<file path="src/rtl/sseg_pkg.sv">
// Shared seven-segment definitions for the display blocks.
//   DIGIT_SEL   : width of the digit-select field taken from the scan counter
//   NUM_DIGITS  : digits on the common-anode display
//   SSEG_*      : 7-bit active-low {g,f,e,d,c,b,a} patterns
//   digit_enable: active-low one-hot anode enable for a digit select
package sseg_pkg;

  localparam int DIGIT_SEL  = 2;
  localparam int NUM_DIGITS = 4;

  typedef logic [3:0] bcd_digit_t;
  typedef logic [6:0] sseg_pat_t;

  localparam sseg_pat_t SSEG_BLANK = 7'b1111111;
  localparam sseg_pat_t SSEG_0     = 7'b1000000;
  localparam sseg_pat_t SSEG_1     = 7'b1111001;
  localparam sseg_pat_t SSEG_2     = 7'b0100100;
  localparam sseg_pat_t SSEG_3     = 7'b0110000;
  localparam sseg_pat_t SSEG_4     = 7'b0011001;
  localparam sseg_pat_t SSEG_5     = 7'b0010010;
  localparam sseg_pat_t SSEG_6     = 7'b0000010;
  localparam sseg_pat_t SSEG_7     = 7'b1111000;
  localparam sseg_pat_t SSEG_8     = 7'b0000000;
  localparam sseg_pat_t SSEG_9     = 7'b0010000;

  // sel=0 -> 1110, sel=1 -> 1101, ...
  function automatic logic [NUM_DIGITS-1:0] digit_enable(input logic [DIGIT_SEL-1:0] sel);
    digit_enable = ~(NUM_DIGITS'(1) << sel);
  endfunction

endpackage

</file>
<file path="src/rtl/bcd_to_sseg.sv">
// Combinational BCD digit to seven-segment decoder.
//   digit   : 4-bit BCD value
//   pattern : 7-bit active-low {g,f,e,d,c,b,a}; non-BCD codes blank
module bcd_to_sseg
  import sseg_pkg::*;
(
  input  logic [3:0] digit,
  output logic [6:0] pattern
);

  always_comb begin
    pattern = SSEG_BLANK;
    case (digit)
      4'd0: pattern = SSEG_0;
      4'd1: pattern = SSEG_1;
      4'd2: pattern = SSEG_2;
      4'd3: pattern = SSEG_3;
      4'd4: pattern = SSEG_4;
      4'd5: pattern = SSEG_5;
      4'd6: pattern = SSEG_6;
      4'd7: pattern = SSEG_7;
      4'd8: pattern = SSEG_8;
      4'd9: pattern = SSEG_9;
      default: pattern = SSEG_BLANK;
    endcase
  end

endmodule

</file>
<file path="src/rtl/tick_bcd_display.sv">
// Counts rising edges of an upstream tick in 4-digit native BCD and drives a
// multiplexed, active-low, common-anode seven-segment display.
//   clk, reset    : clock, async active-high reset
//   in_tick       : event input; only 0->1 transitions count
//   clear         : sync clear of the count (beats hold)
//   hold          : freeze count; events during hold are dropped
//   bcd           : {d3,d2,d1,d0}, d0 = units
//   overflow_tick : one-cycle pulse on 9999->0000
//   an            : active-low digit enables
//   seg           : {dp,g,f,e,d,c,b,a}, active-low, dp always off
module tick_bcd_display
  import sseg_pkg::*;
#(
  parameter int REFRESH_BITS = 18
) (
  input  logic        clk,
  input  logic        reset,
  input  logic        in_tick,
  input  logic        clear,
  input  logic        hold,
  output logic [15:0] bcd,
  output logic        overflow_tick,
  output logic [3:0]  an,
  output logic [7:0]  seg
);

  localparam int DIGITS = NUM_DIGITS;

  logic                           in_tick_d;
  logic                           tick_evt;
  logic [DIGITS-1:0][3:0]         bcd_q;
  logic [DIGITS-1:0][3:0]         bcd_nxt;
  logic [DIGITS:0]                carry;
  logic [REFRESH_BITS-1:0]        refresh_cnt;
  logic [DIGIT_SEL-1:0]           sel;
  logic [DIGITS-1:0][6:0]         pat;

  assign tick_evt = in_tick & ~in_tick_d;

  // Ripple-carry BCD increment; carry out of the top digit is the wrap.
  always_comb begin
    bcd_nxt  = bcd_q;
    carry    = '0;
    carry[0] = tick_evt;
    for (int i = 0; i < DIGITS; i++) begin
      if (carry[i]) begin
        if (bcd_q[i] == 4'd9) begin
          bcd_nxt[i]   = 4'd0;
          carry[i+1]   = 1'b1;
        end else begin
          bcd_nxt[i]   = bcd_q[i] + 4'd1;
        end
      end
    end
  end

  always_ff @(posedge clk or posedge reset) begin
    if (reset) begin
      in_tick_d     <= 1'b0;
      bcd_q         <= '0;
      overflow_tick <= 1'b0;
    end else begin
      // Edge history tracks the input regardless of clear/hold.
      in_tick_d <= in_tick;
      if (clear) begin
        bcd_q         <= '0;
        overflow_tick <= 1'b0;
      end else if (hold) begin
        // Count frozen; the wrap flag is a pulse, so it still drops.
        overflow_tick <= 1'b0;
      end else begin
        bcd_q         <= bcd_nxt;
        overflow_tick <= carry[DIGITS];
      end
    end
  end

  assign bcd = bcd_q;

  // Free-running scan counter; unaffected by clear/hold.
  always_ff @(posedge clk or posedge reset) begin
    if (reset) refresh_cnt <= '0;
    else       refresh_cnt <= refresh_cnt + REFRESH_BITS'(1);
  end

  assign sel = refresh_cnt[REFRESH_BITS-1 -: DIGIT_SEL];

  // One decoder per digit, then mux the selected pattern out.
  for (genvar g = 0; g < DIGITS; g++) begin : g_dec
    bcd_to_sseg u_dec (
      .digit   (bcd_q[g]),
      .pattern (pat[g])
    );
  end

  assign an  = digit_enable(sel);
  assign seg = {1'b1, pat[sel]};

endmodule
</file>
<file path="config.mk">
export PLATFORM = sky130hd
export DESIGN_NAME = tick_bcd_display
export DESIGN_NICKNAME = d
export VERILOG_FILES = /design/src/rtl/sseg_pkg.sv /design/src/rtl/bcd_to_sseg.sv /design/src/rtl/tick_bcd_display.sv
export SDC_FILE = /design/constraint.sdc
export NUM_CORES = 1
export LEC_CHECK = 0
export ABC_AREA = 1
export CAP_MARGIN = 30
export CORE_MARGIN = 5
export CORE_UTILIZATION = 40
export DETAILED_ROUTE_END_ITERATION = 10
export PLACE_DENSITY = 0.72
export SYNTH_ARGS = -nofsm -noshare
export SYNTH_HDL_FRONTEND = slang
export SYNTH_SLANG_ARGS = --single-unit
</file>
<file path="constraint.sdc">
create_clock -name clk -period 1.5 [get_ports clk]
set_input_delay 0.45 -clock clk [delete_from_list [all_inputs] [get_ports clk]]
set_output_delay 0.45 -clock clk [all_outputs]
set_load 0.02 [all_outputs]
</file>
## Word-level counts from Yosys, hierarchy flattened

Memory sizes are Yosys's and may differ from the RTL's.
Cells that the tools add are included.

| operators by class | value |
|---|---|
| add/subtract/negate cells | 5 |
| multiply operators | 0 |
| divide/modulo/power cells | 0 |
| magnitude comparators | 1 |
| equal/unequal tests | 5 |
| shift-type cells | 1 |
| multiplexer cells | 22 |
| bitwise gates (word level) | 3 |
| reduce and logical (&&, ||, !) cells | 8 |

Operators by type and width:

| cell | number |
|---|---|
| 16-bit two-way mux | 2 |
| 4-bit two-way mux | 8 |
| 18-bit by 1-bit adder with 18-bit output, second input constant | 1 |
| 4-bit by 1-bit adder with 4-bit output, second input constant | 4 |
| 4-bit equality test, second input constant | 4 |
| 7-bit binary-select mux with 2-bit select | 1 |
| 1-bit two-way mux | 10 |
| 2-bit AND reduction | 4 |
| 2-bit nonzero test | 4 |
| 7-bit two-way mux | 1 |
| 4-bit inverter | 1 |
| 1-bit by 2-bit left shift with 4-bit output, first input constant | 1 |
| 2-bit by 3-bit < comparator with 1-bit output, second input constant | 1 |
| 2-bit inequality test, second input constant | 1 |
| 1-bit bitwise AND | 1 |
| 1-bit inverter | 1 |

| storage, ports and cells | value |
|---|---|
| register bits | 36 |
| bits in latches | 0 |
| memory bits (writable) | 0 |
| memory bits (read-only) | 448 |
| output and inout port bits | 29 |
| word-level logic and storage cells | 56 |
| memories | 4 |

Memories:

| memory | depth | bits a word | read ports | clocked after memory_dff | wr ports | line | text |
|---|---|---|---|---|---|---|---|
| (no name shown) | 16 | 7 | 1 | 0 | 0 | bcd_to_sseg.sv:13 | `case (digit)` |
| (no name shown) | 16 | 7 | 1 | 0 | 0 | bcd_to_sseg.sv:13 |  |
| (no name shown) | 16 | 7 | 1 | 0 | 0 | bcd_to_sseg.sv:13 |  |
| (no name shown) | 16 | 7 | 1 | 0 | 0 | bcd_to_sseg.sv:13 |  |

## Logic depth before layout (Yosys ltp)

| depth | value |
|---|---|
| depth in word-level cells | 8 |
| depth in mapped cells | 10 |
| depth with buffers taken out | 10 |

## Cells and area by module

From an unflattened synthesis, not the netlist that was laid out.

| second synthesis, totals | value |
|---|---|
| cells, all modules | 414 |
| area, all modules | 2889.0 sq um |

By module, submodules not included:

| module | instances | cells an instance | area an instance (sq um) | sequential area each (sq um) |
|---|---|---|---|---|
| tick_bcd_display | 1 | 274 | 2138.3 | 900.9 |
| bcd_to_sseg | 4 | 35 | 187.7 | 0.0 |

## Least setup slack after synthesis

OpenSTA, ideal clock, no wires.

| timing path | value |
|---|---|
| path kind | register to output |
| from | register bcd_q, in the netlist bcd[0] |
| to | output seg[3] |
| arrival | 1.430 ns |
| required time | 1.050 ns |
| setup slack | -0.380 ns |
| cell stages (with the launch flop) | 8 |
| buffers on the path | 0 |
| cell sequence | dfrtp_1 -> inv_1 -> ha_1 -> nand2_1 -> nand3_1 -> nand2_1 -> nand2_1 -> nand4_1 |

| on the way | value |
|---|---|
| cells in the longest elaborated chain, start to end | 3 |

Ends and longest elaborated chain:

| what | line | text |
|---|---|---|
| start, declared | tick_bcd_display.sv:31 | `logic [DIGITS-1:0][3:0] bcd_q;` |
| start signal, assigned | tick_bcd_display.sv:72 | `bcd_q <= bcd_nxt;` |
| memory read 16 x 7 bit | n/a |  |
| 7-bit binary-select mux with 2-bit select | tick_bcd_display.sv:97 | `assign seg = {1'b1, pat[sel]};` |
| 7-bit two-way mux (not written as such) | tick_bcd_display.sv:97 |  |
| end, declared | tick_bcd_display.sv:24 | `output logic [7:0] seg` |

No other way between the ends. The select of a mux whose other input is x is not followed.

## Final worst setup path

Same ends and word-level chain as after synthesis.

==> metrics.md <==
| Metric | Value |
|---|---|
| Post-synthesis register bit count | `36` |
| Pre-CTS setup slack | `-0.688 ns` |
| R2R depth | `9` |
| Vias | `between 3000 and 4000` |
| WL per Instance | `~13 µm` |
| GPL Wtd Cong | `between 0.8 and 0.9` |
| CP startpoint kind | `register` |
| Internal Power | `2.29 mW` |
| Mapped Cells | `between 400 and 500` |
| Gr usage total | `17.8%` |
| Synth Warn # | `0` |
| Top-level port count | `34` |
| Slowest cell on the critical path | `dfrtp_2` |
| Final setup vio count | `22` |
| Clk_lat worst skew | `roughly 0.29 ns` |
| H-Tree Depth | `2` |
| Drt via density | `between 4 and 5` |
| Syn Std Cell Area | `roughly 0.0028 mm²` |
| Cell Rows | `30` |
| Power Density | `approximately 770 mW/mm²` |
| Final period util | `137%` |
| Pre-Repair DR Iteration Count | `4` |
| WS Path Type | `register to output pin` |
| Worst hold path stage count | `1` |
| Die Ht | `93.1 µm` |
| Post-synth cell types | `31` |
| Register area share after synthesis | `roughly 33%` |
| Hold buffer count at cts | `0` |
| Commonest cells after routing, fill and taps aside | `nand2_1, buf_4, buf_6` |
| Area of the multi-input gates | `approximately 0.0019 mm²` |
| Largest delay contributor family on the critical path | `flip-flops` |
| Starting density of the core | `40.8%` |
| Mapped Avg Cell Area | `just under 7 µm²` |
| CP dominant cell by count | `nand2_1` |
| FF-to-FF Start | `bcd[1]` |
| Vias in the first global route | `between 2000 and 3000` |
| Reg area | `roughly 920 µm²` |
| Die W | `93.1 µm` |
| Unrepaired setup endpoints after global routing | `yes` |
| Peak VDD IR | `roughly 450 µV` |
| Hold WS | `between 0.4 and 0.5 ns` |
| Initial antenna violation count | `0` |
| Core Footprint | `slightly below 0.007 mm²` |
| Flop pwr share | `33.1%` |
| Final Hold Viols | `0` |
| WP data required | `between 1 and 1.5 ns` |
| Largest net degree at the start of global routing | `37` |
| GR Overflow Total | `0` |
| ANT nets after route | `0` |
| Number of port buffers | `32` |
| Critical path startpoint | `bcd[0]` |
| Die area | `around 0.0087 mm²` |
| Global-route wire length before repair | `12600 µm` |
| Filler instances | `528` |
| Slew Viols, Final | `0` |
| Failing checks | `negative setup slack` |
| Commonest non-fill, non-tap cell in the layout | `nand2_1` |
| Root Buffer | `clkbuf_8` |
| Initial DRC count | `95` |
| Total Nets Final | `560` |
| WL final | `a little under 8000 µm` |
| Worst setup EP type | `output pin` |
| Hpwl dp | `around 5500 µm` |
| Clock sink total | `36` |
| Clock Power Share | `between 20% and 30%` |
| Clock Skew | `~0.011 ns` |
| DRC | `0` |
| Setup TNS | `-5.22 ns` |
| Critical path peak fanout | `5` |
| Leakage Power | `around 2.3 nW` |
| Area growth from synthesis to layout | `62.0%` |
| Final total power | `between 3 and 4 mW` |
| Share of cells above drive strength 1 | `~44%` |
| Max clock buf depth | `2` |
| Logic pwr share | `roughly 42%` |
| Net count after synthesis | `428` |
| Worst path depth | `8` |
| Hold Path Origin | `refresh_cnt[0]` |
| Peak Freq | `485 MHz` |
| Crit-path cells | `inv_4 > ha_4 > nand2_2 > nand3_2 > nand2_1 > nand2_1 > nand4_1 > buf_4` |
| Outcome | `finished, violations left` |
| Hold Crit Class | `register to register` |
| # diodes | `0` |
| Max Cap Violations | `0` |
| CTS clk-pin slew, worst paths | `about 0.080 ns` |
| Crit path DAT | `around 1.6 ns` |
| CP bufs+invs | `2` |
| TritonCTS Buffers | `5` |
| TritonCTS clock tree | `yes` |
| Post-route setup slack | `-0.562 ns` |
| Switching Power | `1.16 mW` |
| Slowest cell delay on critical path | `between 0.4 and 0.5 ns` |
| Tmin final | `between 2 and 2.5 ns` |
| Sw frac | `around 34%` |
==> cell usage after synthesis (all sizes together) <==
master  count  area share (%)
nand4      11             2.5
dfrtp      36              33
inv        63             8.6
nor3b       1            0.27
xnor2       3            0.95
nor3        7             1.3
nand3b      2            0.54
buf         4            0.91
and3        1            0.23
clkinv      3            0.41
xor2        9             2.9
o21ai      13             2.8
or2         2            0.45
o22ai       1            0.23
nor2       27             4.4
nand3      53              11
conb        1            0.14
ha         21             9.5
a21oi       1            0.18
nand2     143              20
==> power by group through the flow <==
| stage | registers (mW) | clock network (mW) | logic [mW] |
|---|---|---|---|
| finish | 1.14 | 0.853 | 1.46 |
| global route | 1.15 | 0.914 | 1.58 |
| CTS | 1.13 | 0.875 | 1.28 |
| detailed placement | 1.14 | 0 | 1.13 |
| global placement | 1.13 | 0 | 1.12 |
| floorplan | 1.19 | 0 | 0.590 |
==> final timing paths <==
check / slack [ns] / to
worst max-delay path: -0.56 / seg[3]
worst min-delay path: 0.46 / refresh_cnt[0]
worst max register to register: 0.03 / bcd[13]
worst min register to register: 0.46 / refresh_cnt[0]
max in group asynchronous: 0.79 / refresh_cnt[16]
min in group asynchronous: 0.51 / refresh_cnt[8]
==> layer usage <==
| metal | vias up | GRT usage (%) | part of all wire [%] |
|---|---|---|---|
| li1 | 1539 | - | - |
| met1 | 1406 | 21.3 | 42 |
| met2 | 51 | 32.8 | 53 |
| met3 | 10 | 3.14 | 3.5 |
| met4 | 0 | 4.52 | 1.2 |
| met5 | - | 0 | 0 |
==> through the flow <==
step,std cells,area [µm²],utilization [%]
global placement,578,3790,56.1
detailed placement,578,3790,56.1
floorplan,402,2870,-
finish,615,4470,66.1
global route,615,4470,66.1
CTS,600,4180,61.8
==> state kept, by name, summed over array words and instances (netlist names) <==
| name | cells |
|---|---|
| in_tick_d | 1 |
| overflow_tick | 1 |
| bcd | 16 |
| refresh_cnt | 18 |
==> area by class of cell <==
class,instances,share of cell area (%)
multi-input combinational,296,42.5
timing repair buffer,129,26.2
sequential,36,20.7
inverter,66,5.99
tap,80,2.24
clock buffer,6,1.62
clock inverter,2,0.784
==> cells by family after synthesis <==
| group | after synthesis | share of synthesized area (%) |
|---|---|---|
| AOI/OAI and AO/OA | 15 | 3.17 |
| xor gates and xnor gates | 12 | 3.81 |
| adders and majority gates | 21 | 9.52 |
| buffers and inverters | 70 | 9.89 |
| DFF | 36 | 32.7 |
| other | 1 | 0.136 |
| and+or+nand+nor | 247 | 40.8 |
==> what timing repair did <==
action	4_1_cts	5_1_grt
pin swaps	21	22
gates cloned	0	0
endpoints found under the setup margin	34	38
setup buffers	17	18
gates resized for setup	194	53
endpoints found under the hold margin	0	0
Power figures use the tool's default switching activity.
